===== src/rtl/char_out_if.sv =====
// Character-out strobe bus between the core and its output peripheral.
// The core drives a one-cycle out_en pulse with the byte on out_data; there is no backpressure.
interface char_out_if;
    logic       out_en;
    logic [7:0] out_data;

    modport master (output out_en, output out_data);
    modport slave  (input  out_en, input  out_data);
endinterface


===== src/rtl/char_out_uart.sv =====
// Character-out UART: queues bytes strobed by the core in a small FIFO and
// shifts them out as 8N1 frames on tx. Bytes that arrive while the FIFO is full are dropped.
//
// state | meaning
// IDLE  | line high; pops the FIFO head whenever the FIFO is non-empty
// START | start bit (low) for CLKS_PER_BIT cycles
// DATA  | eight data bits, LSB first, CLKS_PER_BIT cycles each
// STOP  | stop bit (high) for CLKS_PER_BIT cycles
module char_out_uart #(
    parameter  int CLKS_PER_BIT = 434,
    parameter  int FIFO_DEPTH   = 16,
    localparam int FIFO_AW      = $clog2(FIFO_DEPTH)
) (
    input  logic             clock,
    input  logic             reset,
    char_out_if.slave        core,
    output logic             tx,
    output logic             busy,
    output logic             overflow,
    output logic [FIFO_AW:0] fifo_count
);

    localparam int                BW        = $clog2(CLKS_PER_BIT);
    localparam logic [BW-1:0]     BAUD_LAST = BW'(CLKS_PER_BIT - 1);
    localparam logic [FIFO_AW:0]  DEPTH_V   = (FIFO_AW + 1)'(FIFO_DEPTH);

    typedef enum logic [1:0] {IDLE, START, DATA, STOP} state_t;

    state_t               state, state_d;
    logic [BW-1:0]        baud, baud_d;
    logic [2:0]           bit_idx, bit_idx_d;
    logic [7:0]           shreg, shreg_d;
    logic                 tx_d;
    logic                 baud_end;

    logic [7:0]           mem [FIFO_DEPTH];
    logic [FIFO_AW-1:0]   wr_ptr, rd_ptr;
    logic                 push, pop;

    assign baud_end = (baud == BAUD_LAST);

    // A pop on the same edge frees the slot, so a full FIFO can still accept that byte.
    assign push = core.out_en && ((fifo_count != DEPTH_V) || pop);

    assign busy = (state != IDLE) || (fifo_count != '0);

    always_comb begin
        state_d   = state;
        baud_d    = baud;
        bit_idx_d = bit_idx;
        shreg_d   = shreg;
        tx_d      = tx;
        pop       = 1'b0;
        case (state)
            IDLE: begin
                tx_d      = 1'b1;
                baud_d    = '0;
                bit_idx_d = '0;
                if (fifo_count != '0) begin
                    pop     = 1'b1;
                    shreg_d = mem[rd_ptr];
                    state_d = START;
                    tx_d    = 1'b0;
                end
            end
            START: begin
                if (baud_end) begin
                    baud_d    = '0;
                    bit_idx_d = '0;
                    state_d   = DATA;
                    tx_d      = shreg[0];
                end else begin
                    baud_d = baud + 1'b1;
                end
            end
            DATA: begin
                if (baud_end) begin
                    baud_d = '0;
                    if (bit_idx == 3'd7) begin
                        state_d = STOP;
                        tx_d    = 1'b1;
                    end else begin
                        bit_idx_d = bit_idx + 1'b1;
                        shreg_d   = shreg >> 1;
                        tx_d      = shreg[1];
                    end
                end else begin
                    baud_d = baud + 1'b1;
                end
            end
            STOP: begin
                tx_d = 1'b1;
                if (baud_end) begin
                    baud_d  = '0;
                    state_d = IDLE;
                end else begin
                    baud_d = baud + 1'b1;
                end
            end
            default: begin
                state_d = IDLE;
                tx_d    = 1'b1;
                baud_d  = '0;
            end
        endcase
    end

    // tx is registered with the state so the line never glitches.
    always_ff @(posedge clock or posedge reset) begin
        if (reset) begin
            state   <= IDLE;
            baud    <= '0;
            bit_idx <= '0;
            shreg   <= '0;
            tx      <= 1'b1;
        end else begin
            state   <= state_d;
            baud    <= baud_d;
            bit_idx <= bit_idx_d;
            shreg   <= shreg_d;
            tx      <= tx_d;
        end
    end

    always_ff @(posedge clock or posedge reset) begin
        if (reset) begin
            wr_ptr     <= '0;
            rd_ptr     <= '0;
            fifo_count <= '0;
            overflow   <= 1'b0;
        end else begin
            if (push)
                wr_ptr <= wr_ptr + 1'b1;
            if (pop)
                rd_ptr <= rd_ptr + 1'b1;
            case ({push, pop})
                2'b10:   fifo_count <= fifo_count + 1'b1;
                2'b01:   fifo_count <= fifo_count - 1'b1;
                default: fifo_count <= fifo_count;
            endcase
            if (core.out_en && !push)
                overflow <= 1'b1;
        end
    end

    always_ff @(posedge clock) begin
        if (push)
            mem[wr_ptr] <= core.out_data;
    end

endmodule


===== src/flat_wrapper.sv =====
// flat-port wrapper written by rule: the top's interface ports become plain ports
module char_out_uart_flat 
#(
    parameter  int CLKS_PER_BIT = 434,
    parameter  int FIFO_DEPTH   = 16,
    localparam int FIFO_AW      = $clog2(FIFO_DEPTH)
)
  (clock, reset, tx, busy, overflow, fifo_count, core_out_en, core_out_data);
  char_out_if core_i ();
  input  logic clock;
  input  logic reset;
  output logic tx;
  output logic busy;
  output logic overflow;
  output logic [FIFO_AW:0] fifo_count;
  input wire logic [$bits(core_i.out_en)-1:0] core_out_en;
  input wire logic [$bits(core_i.out_data)-1:0] core_out_data;
  assign core_i.out_en = core_out_en;
  assign core_i.out_data = core_out_data;
  char_out_uart #(.CLKS_PER_BIT(CLKS_PER_BIT), .FIFO_DEPTH(FIFO_DEPTH)) u_core (.clock(clock), .reset(reset), .core(core_i), .tx(tx), .busy(busy), .overflow(overflow), .fifo_count(fifo_count));
endmodule

===== config.mk =====
export PLATFORM = sky130hd
export DESIGN_NAME = char_out_uart_flat
export DESIGN_NICKNAME = d
export VERILOG_FILES = /design/src/rtl/char_out_if.sv /design/src/rtl/char_out_uart.sv /design/src/flat_wrapper.sv
export SDC_FILE = /design/constraint.sdc
export NUM_CORES = 1
export LEC_CHECK = 0
export CAP_MARGIN = 30
export CORE_AREA = 2 2 156 158
export DETAILED_ROUTE_END_ITERATION = 10
export DIE_AREA = 0 0 158 160
export PLACE_DENSITY = 0.41
export SLEW_MARGIN = 20
export SYNTH_ARGS = -nofsm -noshare
export SYNTH_HDL_FRONTEND = slang
export SYNTH_SLANG_ARGS = --single-unit

===== constraint.sdc =====
create_clock -name clock -period 6 [get_ports clock]
set_clock_uncertainty 0.05 [all_clocks]
set_input_delay 1.8 -clock clock [delete_from_list [all_inputs] [get_ports clock]]
set_output_delay 1.8 -clock clock [all_outputs]
set_load 0.01 [all_outputs]

# Word level (Yosys, flattened, before mapping)
# Memories as Yosys holds them, arrays and structs flattened.
# Cells that the tools add are included.
# totals
memories	1
input_bits	11
reg_bits	37
mem_bits_rw	128
elab_cells	72
# memory_table
name	words	width	read_ports	rd_clocked_by_memory_dff	write_ports	line	text
u_core.mem	16	8	1	0	1	char_out_uart.sv:36	logic [7:0] mem [FIFO_DEPTH];
# classes
muxes	26
eq_ne	14
reduce_logical	16
add_sub_neg	6
# ops
cell	count
8-bit 2-to-1 mux	3
9-bit one-hot mux with 2 select lines	1
8-bit one-hot mux with 2 select lines	1
2-bit 2-to-1 mux	5
2-bit by 1-bit inequality test with 1-bit output (second input constant)	5
5-bit one-hot mux with 2 select lines	1
9-bit by 1-bit adder with 9-bit output (second input constant)	1
9-bit equality test (second input constant)	1
3-bit 2-to-1 mux	3
9-bit 2-to-1 mux	1
3-bit one-hot mux with 3 select lines	1
4-bit by 1-bit adder with 4-bit output (second input constant)	2
1-bit 2-to-1 mux	8
2-bit one-hot mux with 4 select lines	1
4-bit AND reduction	2
2-bit equality test (second input constant)	3
2-bit nonzero test	3
5-bit by 1-bit adder with 5-bit output (second input constant)	1
5-bit inequality test (second input constant)	1
5-bit AND reduction	1
5-bit nonzero test	1
5-bit by 1-bit subtractor with 5-bit output (second input constant)	1
2-bit by 1-bit equality test with 1-bit output (second input constant)	2
1-bit one-hot mux with 4 select lines	1
10 further kinds	12

# Depth between registers and ports, before layout
# Gate-level depths: netlist (run 1).
# logic_depth
ltp_word	7
depth_mapped	15

# Worst setup path after synthesis (run 1)
# OpenSTA, ideal clock, no wires.
# synth_timing
path_type	input -> register
startpoint	input core_out_en
endpoint	register u_core.fifo_count[4]
arrival_ns	3.386
stages	12
setup_slack_ns	2.435
path_cell_list	and2_1 buf_2 inv_2 ha_1 clkbuf_1 xor2_1 ha_1 o211ai_1 a21oi_1 a31oi_1 nor2_1 xor2_1
# synth_via
elab_chain_cells	3
elab_cells_between_ends	5
cone_classes	eq/ne (2); mux (1); reduce/logical (2)
# synth_lines
item	line	text
start, declared	flat_wrapper.sv:16	input wire logic [$bits(core_i.out_en)-1:0] core_out_en;
1-bit logical AND *	char_out_uart.sv:43	assign push = core.out_en && ((fifo_count != DEPTH_V) || pop);
2-bit by 1-bit equality test with 1-bit output / 2-bit equality test (equally long branches)	char_out_uart.sv:136	case ({push, pop})
5-bit one-hot mux with 2 select lines / 2-bit nonzero test (equally long branches)	-	
end signal, assigned	char_out_uart.sv:137	2'b10: fifo_count <= fifo_count + 1'b1;
end signal, assigned	char_out_uart.sv:138	2'b01: fifo_count <= fifo_count - 1'b1;
end signal, assigned	char_out_uart.sv:139	default: fifo_count <= fifo_count;
end, declared	char_out_uart.sv:20	output logic [FIFO_AW:0] fifo_count
# Every way passes the cells marked *; elsewhere a longest branch is shown, timed or not.
# A chain may end at the register's enable or synchronous reset.

# Final worst setup path (run 1)
# layout_timing
startpoint	register u_core.fifo_count[2]
endpoint	output busy
# layout_via
elab_chain_cells	2
# layout_lines
item	line	text
5-bit nonzero test	char_out_uart.sv:45	assign busy = (state != IDLE) || (fifo_count != '0);
1-bit logical OR	char_out_uart.sv:45	
end, declared	flat_wrapper.sv:13	output logic busy;
# No other way between the ends.

==> results of run 1 <==
-- metal layers --
metal / up-vias / share of wire (%)
met5: - / 0
met4: 0 / 0.98
met3: 12 / 2.3
met2: 45 / 48
met1: 1857 / 49
li1: 1679 / -
-- kinds of logic after synthesis --
kind of cell / after synthesis / share of synthesized area [%]
flops: 165 / 68.15
simple gates: 91 / 6.756
compound gates: 59 / 5.309
mux: 47 / 11.97
buf+inv: 30 / 2.038
xor+xnor: 19 / 2.377
fa+ha+maj: 19 / 3.396
-- per-stage QoR --
step | power, mW | util (%) | area [µm²] | instances
floorplan | 2.521 | - | 7000 | 430
global placement | 2.875 | 31.52 | 7508 | 756
detailed placement | 2.896 | 31.58 | 7523 | 757
CTS | 4.005 | 34.12 | 8127 | 789
global route | 4.195 | 34.12 | 8127 | 789
finish | 3.943 | 34.12 | 8127 | 789
-- sequential cells by signal (all words and copies together) (netlist names), 2 cells and up --
name	cells
u_core.state	2
u_core.bit_idx	3
u_core.mem	128
u_core.shreg	8
u_core.baud	9
u_core.wr_ptr	4
u_core.rd_ptr	4
u_core.fifo_count	5
-- final cells by class --
| class | count | area (µm²) | area share [%] |
|---|---|---|---|
| clock buffer | 17 | 425.4 | 5.235 |
| clock inverter | 15 | 177.7 | 2.186 |
| inverter | 11 | 41.29 | 0.5081 |
| multi-input combinational | 235 | 2087 | 25.68 |
| sequential | 165 | 4772 | 58.72 |
| tap | 324 | 405.4 | 4.988 |
| timing repair buffer | 22 | 217.7 | 2.679 |
-- cells in the mapped netlist (2+ instances only) --
library cell                 n
sky130_fd_sc_hd__nand2_1    15
sky130_fd_sc_hd__o21ai_0     8
sky130_fd_sc_hd__xnor2_1    11
sky130_fd_sc_hd__o21a_1      2
sky130_fd_sc_hd__edfxtp_1  128
sky130_fd_sc_hd__buf_4       2
sky130_fd_sc_hd__and3_1      9
sky130_fd_sc_hd__ha_1       19
sky130_fd_sc_hd__nor2_1     30
sky130_fd_sc_hd__a22oi_1     9
sky130_fd_sc_hd__buf_6       2
sky130_fd_sc_hd__mux2i_1    14
sky130_fd_sc_hd__buf_1       2
sky130_fd_sc_hd__and2_1     10
sky130_fd_sc_hd__nor3_1      3
sky130_fd_sc_hd__a22o_1      3
sky130_fd_sc_hd__or2_2       2
sky130_fd_sc_hd__inv_1      10
sky130_fd_sc_hd__nand2b_1    3
sky130_fd_sc_hd__clkbuf_1    7
sky130_fd_sc_hd__nor2b_1     7
sky130_fd_sc_hd__buf_2       6
sky130_fd_sc_hd__nand4_1     3
sky130_fd_sc_hd__o21bai_1    3
sky130_fd_sc_hd__nand3b_1    2
sky130_fd_sc_hd__xor2_1      8
sky130_fd_sc_hd__mux4_2     29
sky130_fd_sc_hd__mux2_2      4
sky130_fd_sc_hd__a21oi_1    24
sky130_fd_sc_hd__nand3_1     3
sky130_fd_sc_hd__dfrtp_1    36
sky130_fd_sc_hd__o221ai_1    2
-- power by group through the flow --
| stage | sequential, mW | clock, mW | combinational, mW |
|---|---|---|---|
| finish | 1.59 | 1.10 | 1.26 |
| global placement | 1.62 | 0 | 1.25 |
| floorplan | 1.55 | 0 | 0.966 |
| detailed placement | 1.61 | 0 | 1.28 |
| global route | 1.61 | 1.18 | 1.40 |
| CTS | 1.59 | 1.13 | 1.29 |
-- worst paths after layout --
path | to | slack, ns | cells past startpoint
worst min-delay path | u_core.tx$_DFFE_PP1P_ | 0.44 | 2
worst max-delay path | busy | 2.13 | 3
min in group asynchronous | u_core.wr_ptr[0]$_DFFE_PP0P_ | 1.74 | 3
max in group asynchronous | u_core.rd_ptr[0]$_DFFE_PP0P_ | 3.78 | 3
worst max register to register | u_core.fifo_count[4]$_DFFE_PP0P_ | 3.03 | 13
worst min register to register | u_core.tx$_DFFE_PP1P_ | 0.44 | 2
-- worst max-delay path, stage by stage (launching register included) --
cell and delay (ns):
sky130_fd_sc_hd__dfrtp_1 0.49, sky130_fd_sc_hd__nor4_4 0.34, sky130_fd_sc_hd__nand3b_1 0.22, sky130_fd_sc_hd__clkdlybuf4s50_1 0.54
==> impl_results.md, run 1 <==
- Result of the run: complete, no violations
- Max Cap Violations: 0
- Number of nets in the finished design: roughly 480
- Kind of start point of the critical path: register
- Number of standard-cell rows in the floorplan: 57
- Relative slew slack: between 30% and 40%
- Height of the die: 160 µm
- Clock tree from TritonCTS: done
- Cell count after synthesis: 430
- Average instance area after synthesis: 16.28 µm²
- Achievable frequency: 258.3 MHz
- Met3 layer usage reported by global route: 3.175%
- Start-to-end type of the worst setup path: register to primary output
- Required time of the worst setup path: 4.15 ns
- Share of total power in the clock network: 27.8%
- Synth Cell Area: 7000 µm²
- Antenna cells: 0
- Final-layout setup total negative slack: 0 ns
- Quantity of I/O buffers inserted on ports: 18
- Setup repair after global routing missed its margin: false
- Antenna violations before repair: 0
- TritonCTS sink count: 165
- Starting utilization of the core area: 29.39%
- Worst Setup SP: u_core.fifo_count[2]$_DFFE_PP0P_
- Type of the worst min-delay path: register to register
- Routed length per instance: around 18 µm
- Floorplan die area: about 25000 µm²
- Drt pass-1 iters: 4
- Layout overhead on the synthesized area: 16.09%
- Width of the die: around 160 µm
- Hold WS: 0.4397 ns
- Clock period minus final worst setup slack: 3.872 ns
- Kind of end point of the critical path: primary output
- Total number of vias: 3593
- Largest net degree at the start of global routing: 38
- Share of power burned in combinational logic: 32.0%
- Starting DRC count in detailed routing: 191
- H-Tree Level Count: 4
- Final setup margin: between 2 and 2.5 ns
- Commonest cells after routing, fill and taps aside: 128 x sky130_fd_sc_hd__edfxtp_1, 35 x sky130_fd_sc_hd__dfrtp_1, 30 x sky130_fd_sc_hd__nor2_1, 29 x sky130_fd_sc_hd__mux4_2, 24 x sky130_fd_sc_hd__a21oi_1
- Dominant cell type by area after synthesis: sky130_fd_sc_hd__edfxtp_1
- Layout cells sized above 1: 16.56%
- Via count of the first global-routing pass: 3780
- Worst slack at placement: ~1.8 ns
- Static Leak: 2.842 nW
- IR drop worst, VDD: 0.1727 mV
- Wire length reported by the detailed router: 14.35 mm
- Share of the synthesized area in the top cell type: 54.91%
- Worst-skew pair later-pin latency: about 0.43 ns
- # IOs: 19
- # resized after CTS: 0
- Remaining antenna violation count after routing: 0
- Met2 capacity usage during global routing: 18.62%
- Maximum fanout encountered on the critical timing path: 8
- Number of buffers created by CTS: 17
- Biggest area contributors in the synthesized netlist: sky130_fd_sc_hd__edfxtp_1 55%, sky130_fd_sc_hd__dfrtp_1 13%, sky130_fd_sc_hd__mux4_2 9.3%
- Arrival time of the worst setup path: 2.02 ns
- Number of filler cells placed in the layout: approximately 2300
- Most common cell after layout, fill and taps aside: sky130_fd_sc_hd__edfxtp_1
- Synth unique cells: 46
- Clock-pin slew on the worst setup and hold paths: 0.07 ns
- Hold_sp: u_core.tx$_DFFE_PP1P_
- Switching fraction of total power: 34.63%
- Sequential power share: approximately two fifths
- Number of warning messages in the yosys log: 0
- Worst slew pin tran: 0.9010 ns
- Post-synthesis net count: 460
- Share of synthesized registers carrying an async set or reset: 22.42%
- Switching component of the power: 1.365 mW
- GP Congestion: 0.7173
- GRT met1 Usage: around 17%
- Power density relative to cell area: 485.2 nW/µm²
- Endpoints failing hold: 0
- Total of hold buffers inserted after clock tree synthesis: 0
- Buffer levels on the longest clock path: 2
- All-layer global routing usage: 12.28%
- DRC violations left: 0
- Ys flop type: sky130_fd_sc_hd__edfxtp_1
- Share of the clock period used by the worst path: 64.53%
- Synthesized flop and latch total: roughly 170
- Final max-slew violation count: 0
- Gr busiest metal: met2
- Number of post-CTS setup repair buffers: 0
- Core Region: roughly 24000 µm²
- Final setup vio count: 0
- Proportion of synthesized chip area in sequential cells: 68.15%
- Root buf cell: sky130_fd_sc_hd__clkbuf_16
- Number of vias per cell: 4.554
- Reg-to-reg critical path startpoint: u_core.state[0]$_DFFE_PP0P_
- GRT overflow: 0
- Cell Int Power: 2.578 mW
- Post-synth EDFFs: between 100 and 150
- Hpwl dp: approximately 9.4 mm
- Wire length of the first global-routing pass: approximately 23 mm
Power figures use the tool's default switching activity.
==> inputs of run 2 (changes only) <==
PLACE_DENSITY = 0.43   (was 0.41)
clock period = 3.25 ns   (was 6 ns; I/O delays follow)
==> run 2 against run 1 <==
Sequential power up 86%. Sequential share of layout area down 0.60 points. Total power up 86%. Combinational power up 89%. Hold slack worse by 0.012 ns. Via count up 2.3%. Utilization up 0.35 points. Flip-flop and latch count unchanged. Critical path depth unchanged. First-iteration DRC count up 40%. Critical endpoint unchanged.
==> impl_results.md, run 2 (same netlist as run 1, synthesis figures left out) <==
- Post-Layout Cell Count: 802
- Switching component of the power: 2.407 mW
- Share of power burned in combinational logic: between 30% and 40%
- Register area: 4772 µm²
- Routed length per instance: 18.18 µm
- Worst r2r dst: u_core.fifo_count[4]$_DFFE_PP0P_
- Cell Int Power: 4.919 mW
- Wire length reported by the detailed router: 14.58 mm
- Number of filler cells placed in the layout: between 2000 and 2500
- Max Cap Violations: 0
- Buffer levels on the longest clock path: 2
- Starting DRC count in detailed routing: 268
- Clock tree from TritonCTS: done
- Largest net degree at the start of global routing: 38
- Remaining antenna violation count after routing: 0
- Number of standard-cell rows in the floorplan: 57
- Worst slew pin tran: 0.7588 ns
- IR drop worst, VDD: between 0.2 and 0.3 mV
- Required time of the worst setup path: 2.22 ns
- Kind of end point of the critical path: primary output
- Most common cell after layout, fill and taps aside: sky130_fd_sc_hd__edfxtp_1
- Arrival time of the worst setup path: between 1.5 and 2 ns
- Power density relative to cell area: 892.3 nW/µm²
- Static Leak: 2.891 nW
- Setup repair after global routing missed its margin: false
- Worst-skew pair later-pin latency: 0.42 ns
- Height of the die: 160 µm
- Result of the run: complete, no violations
- Number of post-CTS setup repair buffers: 0
- Final setup vio count: 0
- Type of the worst min-delay path: register to register
- Core Region: 23820 µm²
- Final max-slew violation count: 0
- Via count of the first global-routing pass: 3814
- H-Tree Level Count: 4
- Share of the clock period used by the worst path: 92.56%
- Maximum fanout encountered on the critical timing path: 8
- DRC violations left: 0
- Registers with the highest flip-flop counts: u_core.mem x128, u_core.baud x9, u_core.shreg x8
- Commonest cells after routing, fill and taps aside: 128 x sky130_fd_sc_hd__edfxtp_1, 35 x sky130_fd_sc_hd__dfrtp_1, 30 x sky130_fd_sc_hd__nor2_1, 29 x sky130_fd_sc_hd__mux4_2, 24 x sky130_fd_sc_hd__a21oi_1
- Register bank with the most flops: u_core.mem
- Standard cell area after detailed placement: 7634 µm²
- Antenna cells: 0
- # IOs: 19
- GRT overflow: 0
- Start-to-end type of the worst setup path: register to primary output
- Total of hold buffers inserted after clock tree synthesis: 0
- Layout overhead on the synthesized area: 17.28%
- Clock-pin slew on the worst setup and hold paths: 0.06 ns
- Number of nets in the finished design: 496
- Antenna violations before repair: 0
- Number of vias per cell: 4.585
- Hold_sp: u_core.tx$_DFFE_PP1P_
- Worst hold endpoint: u_core.tx$_DFFE_PP1P_
- Number of buffers created by CTS: 17
- Kind of start point of the critical path: register
- Flop-to-flop setup slack: 0.57 ns
- Floorplan die area: about 25000 µm²
- Number of cell instances on the worst register-to-register path: 12
- GP Congestion: 0.7809
- Hpwl dp: ~9.6 mm
- Switching fraction of total power: between 30% and 40%
- Reg-to-reg critical path startpoint: u_core.fifo_count[2]$_DFFE_PP0P_
- Share of total power in the clock network: 27.1%
- Layout cells sized above 1: between 10% and 20%
- Number of cells on the worst hold path: 2
- All-layer global routing usage: 12.42%
- Placed cell count: 771
- Number of flip-flops under the largest register name: approximately 130
- Area taken by multi-input logic gates: 2087 µm²
- Relative slew slack: ~49%
- Sequential power share: 40.4%
- Wire length of the first global-routing pass: 22.64 mm
- Total number of vias: 3677
- Final-layout setup total negative slack: 0 ns
- Root buf cell: sky130_fd_sc_hd__clkbuf_16
- TritonCTS sink count: between 150 and 200
- # resized after CTS: 0
- Achievable frequency: 332.4 MHz
- Endpoints failing hold: 0
- Quantity of I/O buffers inserted on ports: 18
- Starting utilization of the core area: 29.39%
- Clock period minus final worst setup slack: between 3 and 4 ns
- Drt pass-1 iters: 4
- Width of the die: 158 µm
- Fin area: slightly above 8000 µm²
==> run 2: area by class of cell <==
type	instances	area share, %
clock buffer	18	5.227
clock inverter	13	1.798
inverter	11	0.5029
multi-input combinational	235	25.42
sequential	165	58.12
tap	324	4.938
timing repair buffer	36	3.993
==> run 2: critical path: stages (launching register included) <==
cell and delay [ns]:
sky130_fd_sc_hd__dfrtp_1 0.49, sky130_fd_sc_hd__nor4_4 0.33, sky130_fd_sc_hd__nand3b_1 0.21, sky130_fd_sc_hd__clkdlybuf4s50_1 0.53
==> run 2: power groups by stage <==
stage / Combinational, mW / Sequential [mW] / Clock, mW
after floorplan: 1.78 / 2.87 / 0
after global placement: 2.41 / 3.01 / 0
after detailed placement: 2.43 / 3.01 / 0
after CTS: 2.43 / 2.97 / 2.03
after global routing: 2.63 / 3.02 / 2.13
final: 2.38 / 2.96 / 1.98
==> run 2: through the flow <==
| stage | setup WS (ns) | power (mW) | utilization, % | hold WS [ns] |
|---|---|---|---|---|
| finish | 0.2417 | 7.326 | 34.47 | 0.4280 |
| global route | 0.1009 | 7.778 | 34.47 | 0.4635 |
| CTS | 0.1837 | 7.436 | 34.47 | 0.4314 |
| detailed placement | 0.1845 | 5.437 | 32.05 | 0.4221 |
| global placement | 0.1647 | 5.419 | 32.05 | 0.4180 |
| floorplan | 0.5005 | 4.654 | - | 0.3988 |
==> run 2: metal layers <==
metal  track usage (%)  wire length, µm  part of all wire, %
met1             17.01             6902                   47
met4             3.931              166                  1.1
met2             19.74             7145                   49
met5                 0                0                    0
met3             2.687              366                  2.5
==> run 2: how the worst max path moves through the flow <==
stage	from	end	slack, ns	cells after the start
after floorplan	u_core.fifo_count[2]$_DFFE_PP0P_	u_core.fifo_count[4]$_DFFE_PP0P_	0.50	15
after global placement	core_out_en	u_core.fifo_count[4]$_DFFE_PP0P_	0.16	11
after detailed placement	core_out_en	u_core.fifo_count[4]$_DFFE_PP0P_	0.18	11
after CTS	u_core.fifo_count[2]$_DFFE_PP0P_	busy	0.18	3
after global routing	u_core.state[0]$_DFFE_PP0P_	busy	0.10	4
final	u_core.fifo_count[2]$_DFFE_PP0P_	busy	0.24	3
